===== src/rtl/ram_arbiter_pkg.sv =====
// ram_arbiter_pkg: default widths, port id type and in-flight read tag shared by the arbiter files
package ram_arbiter_pkg;

    localparam int ADDR_W_DFLT = 8;
    localparam int DATA_W_DFLT = 64;

    typedef logic port_id_t;

    typedef struct packed {
        logic     valid;
        port_id_t port;
    } tag_t;

endpackage


===== src/rtl/ram_arbiter_if.sv =====
// ram_arbiter_if: two requester ports plus the single-port RAM command/response bus
interface ram_arbiter_if
    import ram_arbiter_pkg::*;
#(
    parameter int ADDR_W = ADDR_W_DFLT,
    parameter int DATA_W = DATA_W_DFLT
);

    logic              req0;
    logic              req1;
    logic              we0;
    logic              we1;
    logic [ADDR_W-1:0] addr0;
    logic [ADDR_W-1:0] addr1;
    logic [DATA_W-1:0] wdata0;
    logic [DATA_W-1:0] wdata1;
    logic              gnt0;
    logic              gnt1;
    logic              rvalid0;
    logic              rvalid1;
    logic [DATA_W-1:0] rdata0;
    logic [DATA_W-1:0] rdata1;
    logic              ram_cen;
    logic              ram_wen;
    logic [ADDR_W-1:0] ram_addr;
    logic [DATA_W-1:0] ram_din;
    logic [DATA_W-1:0] ram_dout;

    modport slave (
        input  req0, req1, we0, we1, addr0, addr1, wdata0, wdata1, ram_dout,
        output gnt0, gnt1, rvalid0, rvalid1, rdata0, rdata1,
        output ram_cen, ram_wen, ram_addr, ram_din
    );

    modport master (
        output req0, req1, we0, we1, addr0, addr1, wdata0, wdata1, ram_dout,
        input  gnt0, gnt1, rvalid0, rvalid1, rdata0, rdata1,
        input  ram_cen, ram_wen, ram_addr, ram_din
    );

endinterface


===== src/rtl/ram_arbiter_arb2_rr.sv =====
// arb2_rr: combinational 2-way grant; round-robin when RAM_ARBITER_RR_EN is defined, port0 priority otherwise
module arb2_rr
    import ram_arbiter_pkg::*;
(
`ifdef RAM_ARBITER_RR_EN
    input  logic clk,
`endif
    input  logic reset_n,
    input  logic req0,
    input  logic req1,
    output logic gnt0,
    output logic gnt1
);

`ifdef RAM_ARBITER_RR_EN
    port_id_t last;

    // Remember the port granted on each accepting edge; reset leaves port1 as last so port0 wins first
    always_ff @(posedge clk or negedge reset_n) begin
        if (!reset_n) last <= 1'b1;
        else if (gnt0 | gnt1) last <= gnt1;
    end

    // On conflict port0 wins only when port1 was granted most recently
    always_comb begin
        gnt0 = reset_n && req0 && (!req1 || last);
        gnt1 = reset_n && req1 && !gnt0;
    end
`else
    // Port0 always wins a conflict; grants are suppressed during reset
    always_comb begin
        gnt0 = reset_n && req0;
        gnt1 = reset_n && req1 && !req0;
    end
`endif

endmodule


===== src/rtl/ram_arbiter.sv =====
// ram_arbiter: two requesters onto one synchronous single-port RAM, one access per cycle, reads return 2 edges after accept
// Optional feature: define RAM_ARBITER_RR_EN for round-robin conflict resolution (default is fixed port0 priority).
module ram_arbiter
    import ram_arbiter_pkg::*;
#(
    parameter int ADDR_W = ADDR_W_DFLT,
    parameter int DATA_W = DATA_W_DFLT
) (
    input logic          clk,
    input logic          reset_n,
    ram_arbiter_if.slave bus
);

    logic              gnt0;
    logic              gnt1;
    logic              acc;
    logic              win_we;
    logic [ADDR_W-1:0] win_addr;
    logic [DATA_W-1:0] win_data;
    logic              cen_q;
    logic              wen_q;
    logic [ADDR_W-1:0] addr_q;
    logic [DATA_W-1:0] din_q;
    logic              rvalid0_q;
    logic              rvalid1_q;
    logic [DATA_W-1:0] rdata0_q;
    logic [DATA_W-1:0] rdata1_q;
    tag_t              tag0;
    tag_t              tag1;

    arb2_rr u_arb (
`ifdef RAM_ARBITER_RR_EN
        .clk     (clk),
`endif
        .reset_n (reset_n),
        .req0    (bus.req0),
        .req1    (bus.req1),
        .gnt0    (gnt0),
        .gnt1    (gnt1)
    );

    assign acc      = gnt0 | gnt1;
    assign win_we   = gnt1 ? bus.we1 : bus.we0;
    assign win_addr = gnt1 ? bus.addr1 : bus.addr0;
    assign win_data = gnt1 ? bus.wdata1 : bus.wdata0;

    // Register the winner's command; without an accept only the enable drops, the rest holds
    always_ff @(posedge clk or negedge reset_n) begin
        if (!reset_n) begin
            cen_q  <= 1'b0;
            wen_q  <= 1'b0;
            addr_q <= '0;
            din_q  <= '0;
        end else begin
            cen_q <= acc;
            if (acc) begin
                wen_q  <= win_we;
                addr_q <= win_addr;
                din_q  <= win_data;
            end
        end
    end

    // Two-stage tag follows each read through the RAM so its data is steered to the right port
    always_ff @(posedge clk or negedge reset_n) begin
        if (!reset_n) begin
            tag0 <= '0;
            tag1 <= '0;
        end else begin
            tag0 <= '{valid: acc && !win_we, port: gnt1};
            tag1 <= tag0;
        end
    end

    // Capture RAM read data into the owning port and pulse its rvalid; other port's data holds
    always_ff @(posedge clk or negedge reset_n) begin
        if (!reset_n) begin
            rvalid0_q <= 1'b0;
            rvalid1_q <= 1'b0;
            rdata0_q  <= '0;
            rdata1_q  <= '0;
        end else begin
            rvalid0_q <= tag1.valid && !tag1.port;
            rvalid1_q <= tag1.valid && tag1.port;
            if (tag1.valid && !tag1.port) rdata0_q <= bus.ram_dout;
            if (tag1.valid && tag1.port) rdata1_q <= bus.ram_dout;
        end
    end

    assign bus.gnt0     = gnt0;
    assign bus.gnt1     = gnt1;
    assign bus.ram_cen  = cen_q;
    assign bus.ram_wen  = wen_q;
    assign bus.ram_addr = addr_q;
    assign bus.ram_din  = din_q;
    assign bus.rvalid0  = rvalid0_q;
    assign bus.rvalid1  = rvalid1_q;
    assign bus.rdata0   = rdata0_q;
    assign bus.rdata1   = rdata1_q;

endmodule


===== src/flat_wrapper.sv =====
// flat-port wrapper written by rule: the top's interface ports become plain ports
module ram_arbiter_flat import ram_arbiter_pkg::*;
#(
    parameter int ADDR_W = ADDR_W_DFLT,
    parameter int DATA_W = DATA_W_DFLT
)
  (clk, reset_n, bus_req0, bus_req1, bus_we0, bus_we1, bus_addr0, bus_addr1, bus_wdata0, bus_wdata1, bus_ram_dout, bus_gnt0, bus_gnt1, bus_rvalid0, bus_rvalid1, bus_rdata0, bus_rdata1, bus_ram_cen, bus_ram_wen, bus_ram_addr, bus_ram_din);
  ram_arbiter_if #(.ADDR_W(ADDR_W), .DATA_W(DATA_W)) bus_i ();
  input logic clk;
  input logic reset_n;
  input wire logic [$bits(bus_i.req0)-1:0] bus_req0;
  input wire logic [$bits(bus_i.req1)-1:0] bus_req1;
  input wire logic [$bits(bus_i.we0)-1:0] bus_we0;
  input wire logic [$bits(bus_i.we1)-1:0] bus_we1;
  input wire logic [$bits(bus_i.addr0)-1:0] bus_addr0;
  input wire logic [$bits(bus_i.addr1)-1:0] bus_addr1;
  input wire logic [$bits(bus_i.wdata0)-1:0] bus_wdata0;
  input wire logic [$bits(bus_i.wdata1)-1:0] bus_wdata1;
  input wire logic [$bits(bus_i.ram_dout)-1:0] bus_ram_dout;
  output wire logic [$bits(bus_i.gnt0)-1:0] bus_gnt0;
  output wire logic [$bits(bus_i.gnt1)-1:0] bus_gnt1;
  output wire logic [$bits(bus_i.rvalid0)-1:0] bus_rvalid0;
  output wire logic [$bits(bus_i.rvalid1)-1:0] bus_rvalid1;
  output wire logic [$bits(bus_i.rdata0)-1:0] bus_rdata0;
  output wire logic [$bits(bus_i.rdata1)-1:0] bus_rdata1;
  output wire logic [$bits(bus_i.ram_cen)-1:0] bus_ram_cen;
  output wire logic [$bits(bus_i.ram_wen)-1:0] bus_ram_wen;
  output wire logic [$bits(bus_i.ram_addr)-1:0] bus_ram_addr;
  output wire logic [$bits(bus_i.ram_din)-1:0] bus_ram_din;
  assign bus_i.req0 = bus_req0;
  assign bus_i.req1 = bus_req1;
  assign bus_i.we0 = bus_we0;
  assign bus_i.we1 = bus_we1;
  assign bus_i.addr0 = bus_addr0;
  assign bus_i.addr1 = bus_addr1;
  assign bus_i.wdata0 = bus_wdata0;
  assign bus_i.wdata1 = bus_wdata1;
  assign bus_i.ram_dout = bus_ram_dout;
  assign bus_gnt0 = bus_i.gnt0;
  assign bus_gnt1 = bus_i.gnt1;
  assign bus_rvalid0 = bus_i.rvalid0;
  assign bus_rvalid1 = bus_i.rvalid1;
  assign bus_rdata0 = bus_i.rdata0;
  assign bus_rdata1 = bus_i.rdata1;
  assign bus_ram_cen = bus_i.ram_cen;
  assign bus_ram_wen = bus_i.ram_wen;
  assign bus_ram_addr = bus_i.ram_addr;
  assign bus_ram_din = bus_i.ram_din;
  ram_arbiter #(.ADDR_W(ADDR_W), .DATA_W(DATA_W)) u_core (.clk(clk), .reset_n(reset_n), .bus(bus_i));
endmodule

===== config.mk =====
export PLATFORM = sky130hd
export DESIGN_NAME = ram_arbiter_flat
export DESIGN_NICKNAME = d
export VERILOG_FILES = /design/src/rtl/ram_arbiter_pkg.sv /design/src/rtl/ram_arbiter_if.sv /design/src/rtl/ram_arbiter_arb2_rr.sv /design/src/rtl/ram_arbiter.sv /design/src/flat_wrapper.sv
export SDC_FILE = /design/constraint.sdc
export NUM_CORES = 1
export LEC_CHECK = 0
export CAP_MARGIN = 20
export CELL_PAD_IN_SITES_DETAIL_PLACEMENT = 2
export CELL_PAD_IN_SITES_GLOBAL_PLACEMENT = 2
export CORE_AREA = 5 5 158 160
export DETAILED_ROUTE_END_ITERATION = 12
export DIE_AREA = 0 0 163 165
export DONT_BUFFER_PORTS = 1
export PLACE_DENSITY_LB_ADDON = 0.1
export SETUP_SLACK_MARGIN = 0.2
export SLEW_MARGIN = 40
export SYNTH_ARGS = -nofsm -noshare
export SYNTH_HDL_FRONTEND = slang
export SYNTH_HIERARCHICAL = 1
export SYNTH_SLANG_ARGS = --single-unit
export TNS_END_PERCENT = 50

===== constraint.sdc =====
create_clock -name clk -period 3.8 [get_ports clk]
set_clock_uncertainty 0.15 [all_clocks]
set_input_delay 0.76 -clock clk [delete_from_list [all_inputs] [get_ports clk]]
set_output_delay 0.76 -clock clk [all_outputs]
set_load 0.05 [all_outputs]

After elaboration in Yosys (flattened, before gate mapping):

Index checks and enable logic that the tools add are counted.

* register bits: 208
* bits of input ports: 214

* muxes and demuxes: 3
* bitwise gates (word level): 1
* reductions and logical operators: 9

Operators with widths (count)
* $mux W64: 1
* $mux W8: 1
* $logic_and A1 B1 Y1: 6
* $logic_not A1 Y1: 3
* $mux W1: 1
* $or A1 B1 Y1: 1

Longest topological paths before layout:

* depth after elaboration: 5
* gate-level depth with buffers: 6
* depth with buffers taken out: 3

By module:

Netlist, hierarchy kept.

By module, submodules not included
* ram_arbiter: times used 1, cells each 599, area an instance 8543.2 um2, sequential area each 5205.0 um2
* arb2_rr: times used 1, cells each 2, area an instance 16.3 um2, sequential area each 0.0 um2

Least setup slack after synthesis:

OpenSTA, ideal clock, no wires.

* path type: input to register
* start: in bus_req0
* end: reg u_core.wen_q (netlist: u_core/bus.ram_wen)
* setup time: 125 ps
* data arrival time: 2109 ps
* required time: 3525 ps
* slack: 1417 ps
* stages: 4
* cells stage by stage: and3b_1 buf_2 buf_2 mux2_2

* cells in the longest elaborated chain, start to end: 3
* elaborated cells on any way between the ends: 5

Ends and longest elaborated chain
* start: declaration: line flat_wrapper.sv:11 `input wire logic [$bits(bus_i.req0)-1:0] bus_req0;`
* $logic_not A1 Y1: line ram_arbiter_arb2_rr.sv:33 `gnt1 = reset_n && req1 && !req0;`
* $logic_and A1 B1 Y1: line ram_arbiter_arb2_rr.sv:33
* $mux W1 / $or A1 B1 Y1 (equally long branches): line ram_arbiter.sv:43, ram_arbiter.sv:42
* end signal: assignment: line ram_arbiter.sv:57 `wen_q <= win_we;`
* end: declaration: line ram_arbiter.sv:21 `logic wen_q;`

Parallel ways exist; a longest one is shown, timed or not.
A chain may end at the register's enable or synchronous reset.

Worst setup path in the final report:

* start: in reset_n
* end: out bus_gnt0

* cells in the longest elaborated chain, start to end: 1

Ends and longest elaborated chain
* start: declaration: line flat_wrapper.sv:10 `input logic reset_n;`
* $logic_and A1 B1 Y1: line ram_arbiter_arb2_rr.sv:32 `gnt0 = reset_n && req0;`
* end: declaration: line flat_wrapper.sv:20 `output wire logic [$bits(bus_i.gnt0)-1:0] bus_gnt0;`

Every way passes these cells.

==> results.ini <==
[run_status]
run_status = finished with violations
failed_checks = negative hold slack

[critical_path]
crit_arrival_ps = 1490
crit_type = primary input to output port
slowest_stage = and2_4
reg2reg_from = u_core/tag1[1]
crit_fanout = 210
reg2regPathDepth = 3
start_kind = primary input
worstPathCellList = and2_4
rr_endpoint = u_core/bus.rdata1[41]
crit_required_ps = 2890
cp-end-kind = output port
cpPeakStageDelay_ps = 660
critPathBufInv = 0
r2r_slack_ps = 1790
path_delay_family = simple AND/OR/NAND/NOR gates

[placed_design]
pre_cts_slack_ps = 1230
portBuffers = 0
place_congestion = 0.764
dp.cells = 889
hpwl_mm = 19.0

[synth]
synth-compound-area-share_pct = 4.21
synth-seq-cells = 208
ys_seq_area_share_pct = 60.8
ys_warn_count = 6
synth_area_um2 = 8560
post_synth.cell_area_avg_um2 = 14.2
synth_top_family_by_area = multiplexers
syn-num-nets = 815
synth.mux.area_fraction_pct = 27.8
yosys.area_share.simple_pct = 3.70
synth_fa_ha_area_share_pct = 0
synthXorXnorAreaFrac_pct = 0
synth_top_area_share_pct = 60.8
synthTopCellsByArea = dfrtp_1 61%, mux2_2 11%, mux2_4 8.6%
yosysUniqueCellTypes = 16
netlist_instances = 601
synth_top_cell_by_area = dfrtp_1

[pwr]
powerDensity_nw_per_um2 = 789
p_int_mw = 4.34
p_sw_share_pct = 42.2
pwr-share-clk_pct = 28.4
pwr-share-comb_pct = 8.6
leakagePower_nw = 4.16
p_total_mw = 7.51
seq_power_share_pct = 63.1
p_switching_mw = 3.17
vdd_drop_max_mv = 0.353

[drt]
first_pass_iters = 3
routed_wl_mm = 25.4
vias = 4857
wl_per_cell_um = 27.3
drtIter0Drc = 194
ant_nets = 0
drc = 0
viasPerCell = 5.22

[sta]
fin_setup_tns_ps = 0
timing.slew.headroom_pct = 50.0
worst_pin_slew_ps = 750
finalHoldViolCount = 208
postLayoutSetupSlackWorst_ps = 1400
clock.fmax_mhz = 416
slew_viol_final = 0
grt_setup_unrepaired = false
min_period_ps = 2400
holdWs_ps = -188
period_share_pct = 63.2
setup_viol = 0

[global_routing]
track_usage_pct = 18.1
grt_antenna_before_repair = 0
grt_pass1_wl_mm = 37.2
overflow = 0
grt_max_degree = 211
grt_pass1_vias = 5686

[finish]
regArea_um2 = 5200
final_util_pct = 40.9
drive_gt1_share_pct = 28.6
diodes = 0
final_common_cell = dfrtp_1
most-common-layout-cells = 208 x dfrtp_1, 81 x mux2_2, 73 x mux2i_1
fillers = 2329
final_nets = 809
instances_no_fill = 930
multi_input_area_um2 = 3070
syn_to_final_growth_pct = 11.2

[clock_tree]
post-cts-setup-buffers = 0
cts_num_sinks = 208
cts_buffer_depth = 3
clock_latency_ps = 490
ctsResizeCount = 0
tritoncts = done
clk_pin_slew_ps = 60
htree_levels = 1
numCtsBuffers = 23
root_buffer = clkbuf_16

[die]
dieArea_um2 = 26900
dieHeight_um = 165
die_w_um = 163
io_pins = 420
core-area_um2 = 23300
start_util_pct = 36.8
core.rowCount = 56

[min_path]
hp-class = primary input to asynchronous set/reset pin

[run]
drv_cap = 0

==> state kept, by name, summed over array words and instances, names as in the netlist <==
| register | count |
|---|---|
| u_core/tag0 | 2 |
| u_core/bus.rvalid1 | 1 |
| u_core/bus.ram_cen | 1 |
| u_core/bus.rvalid0 | 1 |
| u_core/bus.ram_wen | 1 |
| u_core/bus.ram_din | 64 |
| u_core/tag1 | 2 |
| u_core/bus.ram_addr | 8 |
| u_core/bus.rdata0 | 64 |
| u_core/bus.rdata1 | 64 |
==> layer usage <==
layer / share of wire [%] / GRT usage [%] / up-vias
li1: - / - / 2070
met2: 52 / 32.8 / 282
met3: 14 / 9.76 / 39
met1: 31 / 18.0 / 2466
met4: 2.4 / 4.92 / 0
met5: 0 / 0 / -
==> worst reg2reg max path, stage by stage, from the launching register on <==
cell     delay (ps)
dfrtp_1         430
nand2_4         480
buf_4           470
mux2_4          350
==> per-stage QoR <==
stage / cell area [µm²] / hold WS (ps)
5_1_grt: 9520 / -218
4_1_cts: 9520 / -206
6_report: 9520 / -188
3_3_place_gp: 8740 / 184
2_1_floorplan: 8560 / 181
3_5_place_dp: 8790 / 187
==> worst max path at each step <==
stage | cells past startpoint | start | slack, ps | end
floorplan | 4 | bus_req0 | 1420 | u_core/bus.ram_wen
global route | 1 | reset_n | 1390 | bus_gnt0
detailed placement | 4 | reset_n | 1230 | u_core/bus.ram_din[14]
global placement | 4 | reset_n | 1350 | u_core/bus.ram_din[62]
finish | 1 | reset_n | 1400 | bus_gnt0
CTS | 1 | reset_n | 1420 | bus_gnt0
==> cell families after synthesis <==
logic type	count (synthesis)
simple gates	78
compound gates	72
flops	208
buf+inv	40
mux	203
==> area by class of cell <==
cell class                 instances  area share (%)
sequential                       208            54.7
timing repair buffer               7            1.16
clock buffer                      39            7.52
inverter                           2          0.0789
multi-input combinational        353            32.2
tap                              319            4.19
clock inverter                     2           0.131
==> synthesized netlist by cell type <==
| master | instances |
|---|---|
| inv_1 | 2 |
| or2_2 | 1 |
| buf_6 | 18 |
| buf_4 | 1 |
| clkbuf_1 | 11 |
| and3b_1 | 1 |
| mux2_2 | 81 |
| dfrtp_1 | 208 |
| nand2_1 | 73 |
| nand2b_1 | 1 |
| buf_2 | 8 |
| nand2b_4 | 1 |
| mux2i_1 | 73 |
| mux2_4 | 49 |
| and2_2 | 1 |
| o21ai_0 | 72 |
==> power groups by stage <==
stage / logic (mW) / clock network, mW / registers (mW)
after floorplan: 0.570 / 0 / 4.58
after global routing: 0.710 / 2.32 / 4.80
after global placement: 0.600 / 0 / 4.78
final: 0.642 / 2.13 / 4.74
after CTS: 0.654 / 2.21 / 4.76
after detailed placement: 0.652 / 0 / 4.79
No activity file was read; power rests on OpenSTA's default activity.
